==> src/rtl/ctrl_pkg.sv <==
// Shared encodings for the multi-cycle RV32 control sequencer: opcodes,
// ALU control, ALU operand-B selects and the FSM state enumeration.
package ctrl_pkg;

    typedef enum logic [3:0] {
        ST_IDLE   = 4'd0,
        ST_FETCH  = 4'd1,
        ST_DECODE = 4'd2,
        ST_EXEC_R = 4'd3,
        ST_EXEC_I = 4'd4,
        ST_ADDR   = 4'd5,
        ST_MEM_RD = 4'd6,
        ST_MEM_WR = 4'd7,
        ST_WB_ALU = 4'd8,
        ST_WB_MEM = 4'd9,
        ST_BRANCH = 4'd10,
        ST_ERR    = 4'd15
    } state_e;

    localparam logic [6:0] R_TYPE      = 7'b0110011;
    localparam logic [6:0] I_TYPE      = 7'b0010011;
    localparam logic [6:0] LOAD_TYPE   = 7'b0000011;
    localparam logic [6:0] STORE_TYPE  = 7'b0100011;
    localparam logic [6:0] BRANCH_TYPE = 7'b1100011;

    localparam logic [1:0] OTHER_OP = 2'b00;
    localparam logic [1:0] B_OP     = 2'b01;
    localparam logic [1:0] R_OP     = 2'b10;

    localparam logic [1:0] SRC_B_RS2  = 2'd0;
    localparam logic [1:0] SRC_B_FOUR = 2'd1;
    localparam logic [1:0] SRC_B_IMM  = 2'd2;

    // States that hold mem_req_o high until the memory acknowledges.
    function automatic logic is_req_state(input state_e s);
        return (s == ST_FETCH) || (s == ST_MEM_RD) || (s == ST_MEM_WR);
    endfunction

endpackage

==> src/rtl/mem_timeout_cnt.sv <==
// 8-bit wait counter for the memory handshake; hit_o flags the waiting
// cycle in which the count would reach LIMIT (1..255).
module mem_timeout_cnt #(
    parameter int unsigned LIMIT = 15
) (
    input  logic clk_i,
    input  logic rst_i,
    input  logic clr_i,
    input  logic en_i,
    output logic hit_o
);

    localparam logic [7:0] LAST = 8'(LIMIT - 1);

    logic [7:0] cnt_q;
    logic [7:0] cnt_d;

    always_comb begin
        cnt_d = cnt_q;
        if (clr_i) begin
            cnt_d = '0;
        end else if (en_i) begin
            cnt_d = cnt_q + 8'd1;
        end
    end

    assign hit_o = en_i && (cnt_q == LAST);

    // NOTE: sequential state uses non-blocking assignments so every flop
    // samples pre-edge values regardless of process ordering.
    always_ff @(posedge clk_i or negedge rst_i) begin
        if (!rst_i) begin
            cnt_q <= '0;
        end else begin
            cnt_q <= cnt_d;
        end
    end

endmodule

==> src/rtl/multicycle_ctrl_fsm.sv <==
// Multi-cycle control sequencer for the shared-ALU / shared-memory RV32 subset.
// Optional retired-instruction counter enabled by MULTICYCLE_PERF_CNT_EN.
module multicycle_ctrl_fsm
    import ctrl_pkg::*;
#(
    parameter int unsigned MEM_TIMEOUT = 15
) (
    input  logic        clk_i,
    input  logic        rst_i,
    input  logic        start_i,
    input  logic [6:0]  op_i,
    input  logic        zero_i,
    input  logic        mem_ack_i,
    output logic        mem_req_o,
    output logic        mem_we_o,
    output logic        iord_o,
    output logic        ir_write_o,
    output logic        pc_write_o,
    output logic        pc_src_o,
    output logic        alu_src_a_o,
    output logic [1:0]  alu_src_b_o,
    output logic [1:0]  alu_op_o,
    output logic        reg_write_o,
    output logic        mem_to_reg_o,
    output logic        busy_o,
    output logic        err_o,
    output logic [3:0]  state_o,
    output logic [31:0] retired_o
);

    state_e     state_q, state_d;
    logic [6:0] op_q, op_d;
    logic       tmo_clr, tmo_en, tmo_hit;

    always_ff @(posedge clk_i or negedge rst_i) begin
        if (!rst_i) begin
            state_q <= ST_IDLE;
            op_q    <= '0;
        end else begin
            state_q <= state_d;
            op_q    <= op_d;
        end
    end

    always_comb begin
        // NOTE: every output gets a default first, so no path through the
        // case can leave a signal unassigned and infer a latch.
        state_d      = state_q;
        op_d         = op_q;
        mem_req_o    = 1'b0;
        mem_we_o     = 1'b0;
        iord_o       = 1'b0;
        ir_write_o   = 1'b0;
        pc_write_o   = 1'b0;
        pc_src_o     = 1'b0;
        alu_src_a_o  = 1'b0;
        alu_src_b_o  = SRC_B_RS2;
        alu_op_o     = OTHER_OP;
        reg_write_o  = 1'b0;
        mem_to_reg_o = 1'b0;
        err_o        = 1'b0;

        unique case (state_q)
            ST_IDLE: if (start_i) state_d = ST_FETCH;
            ST_FETCH: begin
                mem_req_o = 1'b1;
                if (mem_ack_i) begin
                    ir_write_o  = 1'b1;
                    pc_write_o  = 1'b1;
                    alu_src_b_o = SRC_B_FOUR;
                    state_d     = ST_DECODE;
                end else if (tmo_hit) begin
                    state_d = ST_ERR;
                end
            end
            ST_DECODE: begin
                op_d        = op_i;
                alu_src_b_o = SRC_B_IMM;
                unique case (op_i)
                    R_TYPE:                state_d = ST_EXEC_R;
                    I_TYPE:                state_d = ST_EXEC_I;
                    LOAD_TYPE, STORE_TYPE: state_d = ST_ADDR;
                    BRANCH_TYPE:           state_d = ST_BRANCH;
                    default:               state_d = ST_ERR;
                endcase
            end
            ST_EXEC_R: begin
                alu_src_a_o = 1'b1;
                alu_op_o    = R_OP;
                state_d     = ST_WB_ALU;
            end
            ST_EXEC_I: begin
                alu_src_a_o = 1'b1;
                alu_src_b_o = SRC_B_IMM;
                alu_op_o    = R_OP;
                state_d     = ST_WB_ALU;
            end
            ST_ADDR: begin
                alu_src_a_o = 1'b1;
                alu_src_b_o = SRC_B_IMM;
                state_d     = (op_q == LOAD_TYPE)  ? ST_MEM_RD :
                              (op_q == STORE_TYPE) ? ST_MEM_WR : ST_ERR;
            end
            ST_MEM_RD: begin
                mem_req_o = 1'b1;
                iord_o    = 1'b1;
                if (mem_ack_i)    state_d = ST_WB_MEM;
                else if (tmo_hit) state_d = ST_ERR;
            end
            ST_MEM_WR: begin
                mem_req_o = 1'b1;
                iord_o    = 1'b1;
                mem_we_o  = 1'b1;
                if (mem_ack_i)    state_d = ST_FETCH;
                else if (tmo_hit) state_d = ST_ERR;
            end
            ST_WB_ALU: begin
                reg_write_o = 1'b1;
                state_d     = ST_FETCH;
            end
            ST_WB_MEM: begin
                reg_write_o  = 1'b1;
                mem_to_reg_o = 1'b1;
                state_d      = ST_FETCH;
            end
            ST_BRANCH: begin
                alu_src_a_o = 1'b1;
                alu_op_o    = B_OP;
                pc_src_o    = 1'b1;
                pc_write_o  = zero_i;
                state_d     = ST_FETCH;
            end
            ST_ERR:  err_o   = 1'b1;
            default: state_d = ST_ERR;
        endcase
    end

    assign busy_o  = (state_q != ST_IDLE);
    assign state_o = state_q;

    // Counter restarts whenever a request state is newly entered, including
    // the MEM_WR -> FETCH hand-over between two back-to-back accesses.
    assign tmo_en  = is_req_state(state_q) && !mem_ack_i;
    assign tmo_clr = (state_d != state_q) && is_req_state(state_d);

    mem_timeout_cnt #(
        .LIMIT (MEM_TIMEOUT)
    ) u_tmo (
        .clk_i (clk_i),
        .rst_i (rst_i),
        .clr_i (tmo_clr),
        .en_i  (tmo_en),
        .hit_o (tmo_hit)
    );

`ifdef MULTICYCLE_PERF_CNT_EN
    logic [31:0] retired_q, retired_d;
    logic        retire;

    always_comb begin
        retire = (state_d == ST_FETCH) &&
                 ((state_q == ST_WB_ALU) || (state_q == ST_WB_MEM) ||
                  (state_q == ST_MEM_WR) || (state_q == ST_BRANCH));
        retired_d = retired_q + {31'd0, retire};
    end

    always_ff @(posedge clk_i or negedge rst_i) begin
        if (!rst_i) begin
            retired_q <= '0;
        end else begin
            retired_q <= retired_d;
        end
    end

    assign retired_o = retired_q;
`else
    assign retired_o = '0;
`endif

endmodule
==> config.mk <==
export PLATFORM = sky130hd
export DESIGN_NAME = multicycle_ctrl_fsm
export DESIGN_NICKNAME = d
export VERILOG_FILES = /design/src/rtl/ctrl_pkg.sv /design/src/rtl/mem_timeout_cnt.sv /design/src/rtl/multicycle_ctrl_fsm.sv
export SDC_FILE = /design/constraint.sdc
export NUM_CORES = 1
export LEC_CHECK = 0
export CAP_MARGIN = 20
export CORE_MARGIN = 2
export CORE_UTILIZATION = 44
export CTS_CLUSTER_SIZE = 8
export DETAILED_ROUTE_END_ITERATION = 10
export PLACE_DENSITY = 0.81
export SYNTH_ARGS = -nofsm -noshare
export SYNTH_HDL_FRONTEND = slang
export SYNTH_SLANG_ARGS = --single-unit
export TNS_END_PERCENT = 1
==> constraint.sdc <==
create_clock -name clk_i -period 2.51 [get_ports clk_i]
set_input_delay 0.502 -clock clk_i [delete_from_list [all_inputs] [get_ports clk_i]]
set_output_delay 0.502 -clock clk_i [all_outputs]
set_load 0.005 [all_outputs]
==> out/qor.yml <==
crit_chain: "clkdlybuf4s50_1 > buf_4 > and3_4 > a21o_1 > clkdlybuf4s50_1"
cts.path.max_buffers: 2
die_w_um: 64.2
cp-start-kind: "primary input"
finClkSkew_ns: 0.00635
grtUsageTotal_pct: 17.2
num_antenna_cells: 0
dp_hpwl_um: 2630
ioPinCount: 63
drtIter0Drc: 49
routedWlPerCell_um: 12.4
path_clk_slew_ns: 0.10
leakage_uw: 0.000920
hold_class: "flip-flop to flip-flop"
status: "finished, final reports clean"
insertion_delay_ns: 0.29
grt_max_degree: 20
place_ws_ns: -0.0359
grt_setup_unrepaired: "yes"
r2r_setup_slack_ns: 0.19
numCtsBuffers: 3
max_cap_violations: 0
timing.rr.start: "op_q[3]"
drc: 0
syn-cell-area_mm2: 0.00159
sw_frac_of_total_pct: 23.3
dr_total_vias: 1358
p_sw_uw: 120
cp_slowest_stage_delay_ns: 0.54
period_minus_slack_ns: 2.45
cp.arrival_ns: 1.95
grt_pass1_vias: 1182
endpoint_kind: "output port"
slew_violations: 0
synth_cells: 180
numPortBuffers: 30
postCtsHoldBufs: 0
reg2regPathDepth: 8
tns_ns: 0
yosys_warnings: 0
rows: 21
p_per_area_mw_per_mm2: 255
antenna_found_initial: 0
setup_violations: 0
initial_core_util_pct: 46.7
hold_viol: 0
grt_overflow: 0
gp_congestion: 0.860
maxSlewHeadroom_pct: 64.4
final_nets: 247
viasPerCell: 4.88
cts_tree: "done"
period_share_pct: 97.7
p_int_uw: 395
tightestPinTransition_ns: 0.529
synth_edf_count: 0
hold-path-cell-count: 1
crit_slowest_cell: "clkdlybuf4s50_1"
hold_end: "op_q[4]"
reg2reg_to: "u_tmo.cnt_q[2]"
hp-start: "op_q[4]"
peakVddDrop_v: 0.000231
ys_types: 50
drt_pass1_iterations: 4
grt_pass1_wl_um: 5600
clock.fmax_ghz: 0.408
cts-root-buf: "clkbuf_4"
die_y_um: 64.2
area_growth_pct: 26.6
path_max_fanout: 4
setup_ws_ns: 0.0588
synth_ff_type: "dfrtp_1"
cp.buffers_inverters: 3
yosysSeqAreaShare_pct: 29.8
nFillCells: 326
p_seq_share_pct: 60.0
fp.dieArea_mm2: 0.00412
synth_seq_cells: 19
syn_avg_cell_area_um2: 8.86
core-area_mm2: 0.00342
synth_async_sr_flop_share_pct: 100
required_ns: 2.01
path_class: "primary input to output port"
ctsHtreeMaxLevel: 1
p_comb_share_pct: 11.0
drive_gt1_share_pct: 23.3
wl_um: 3440
drtAntennaViolNets: 0
cpMostUsedCell: "clkdlybuf4s50_1"
cts.sinks: 19
p_clk_share_pct: 29.0
path_delay_family: "buffers and inverters"
==> cell type report <==
class	count	area (µm²)	share of cell area, %
inverter	7	26.3	1.30
clock buffer	4	26.3	1.30
multi-input combinational	146	935	46.3
timing repair buffer	56	493	24.4
tap	46	57.6	2.85
sequential	19	480	23.8
==> cell families after synthesis <==
family / after synthesis / synth area share [%]
adder cells (fa/ha/maj): 2 / 1.57
other: 1 / 0.235
AO/OA/AOI/OAI: 29 / 15.4
buffers and inverters: 46 / 19.5
multiplexers: 6 / 4.24
XOR/XNOR: 7 / 3.85
AND/OR/NAND/NOR: 70 / 25.4
flip-flops: 19 / 29.8
==> cell usage after synthesis, types with 2 or more instances <==
library cell,number,area share [%]
and3b_1,2,1.1
nor3_1,7,2.2
nand2b_1,2,0.78
nor2b_1,3,1.2
buf_4,34,16
nand2_1,12,2.8
nor4_1,3,1.2
o21ai_0,5,1.6
nand4_1,4,1.6
o21a_1,3,1.4
xnor2_1,3,1.6
inv_1,7,1.6
and3_1,4,1.6
a21o_1,2,0.94
mux2_2,6,4.2
xor2_1,4,2.2
a21oi_1,6,1.9
ha_1,2,1.6
dfrtp_1,19,30
buf_2,3,0.94
nor2_1,16,3.8
nand3_1,5,1.6
==> worst max path at each step <==
stage	endpoint	cells past startpoint	from	slack (ns)
final	pc_write_o	5	mem_ack_i	0.06
after global routing	pc_write_o	5	state_o[1]	-0.03
after CTS	pc_write_o	5	state_o[1]	0.008
after detailed placement	u_tmo.cnt_q[2]	9	op_i[2]	-0.04
after global placement	u_tmo.cnt_q[1]	8	op_i[4]	0.02
after floorplan	u_tmo.cnt_q[2]	7	state_o[3]	0.33
==> flip-flops by register name, summed over array words and instances (netlist names) <==
name,count
state_o,4
u_tmo.cnt_q,8
op_q,7
==> cell usage in the layout, fill, tap and decap left out, types with 4 or more instances in the layout <==
cell type / instances
nand4_1: 4
nor3_1: 7
nor2_1: 15
inv_1: 7
conb_1: 32
dfrtp_1: 15
nand3_1: 5
xor2_1: 4
mux2_2: 6
clkdlybuf4s50_1: 30
buf_4: 25
dfrtp_2: 4
nand2_1: 12
o21ai_0: 5
a21oi_1: 6
==> power by group through the flow <==
stage	Combinational [µW]	Sequential, µW	Clock (µW)
floorplan	58.2	315	0
global placement	54.7	315	0
detailed placement	55.8	315	0
CTS	55.9	309	157
global route	64.1	310	170
finish	56.6	309	149
==> stage by stage <==
stage	power [µW]	hold slack [ns]	cell area, µm²	std cells	util [%]
final	515	0.522	2020	278	59.1
after global routing	544	0.533	2020	278	59.1
after CTS	522	0.522	1990	275	58.2
after detailed placement	371	0.502	1940	269	56.8
after global placement	370	0.492	1940	269	56.8
after floorplan	373	0.206	1710	211	-
==> per-layer routing <==
metal,vias to the layer above,track usage (%),wire length [µm]
met2,58,27.5,1610
met3,2,2.29,221
li1,671,-,-
met5,-,0,0
met4,0,7.18,34
met1,627,23.5,1570
==> timing repair <==
action | 4_1_cts | 5_1_grt
endpoints found under the hold margin | 0 | 0
setup buffers | 2 | 3
resized for setup | 5 | 3
setup endpoints to repair | 6 | 4
cloned | 0 | 0
(Power assumes the default switching activity.)
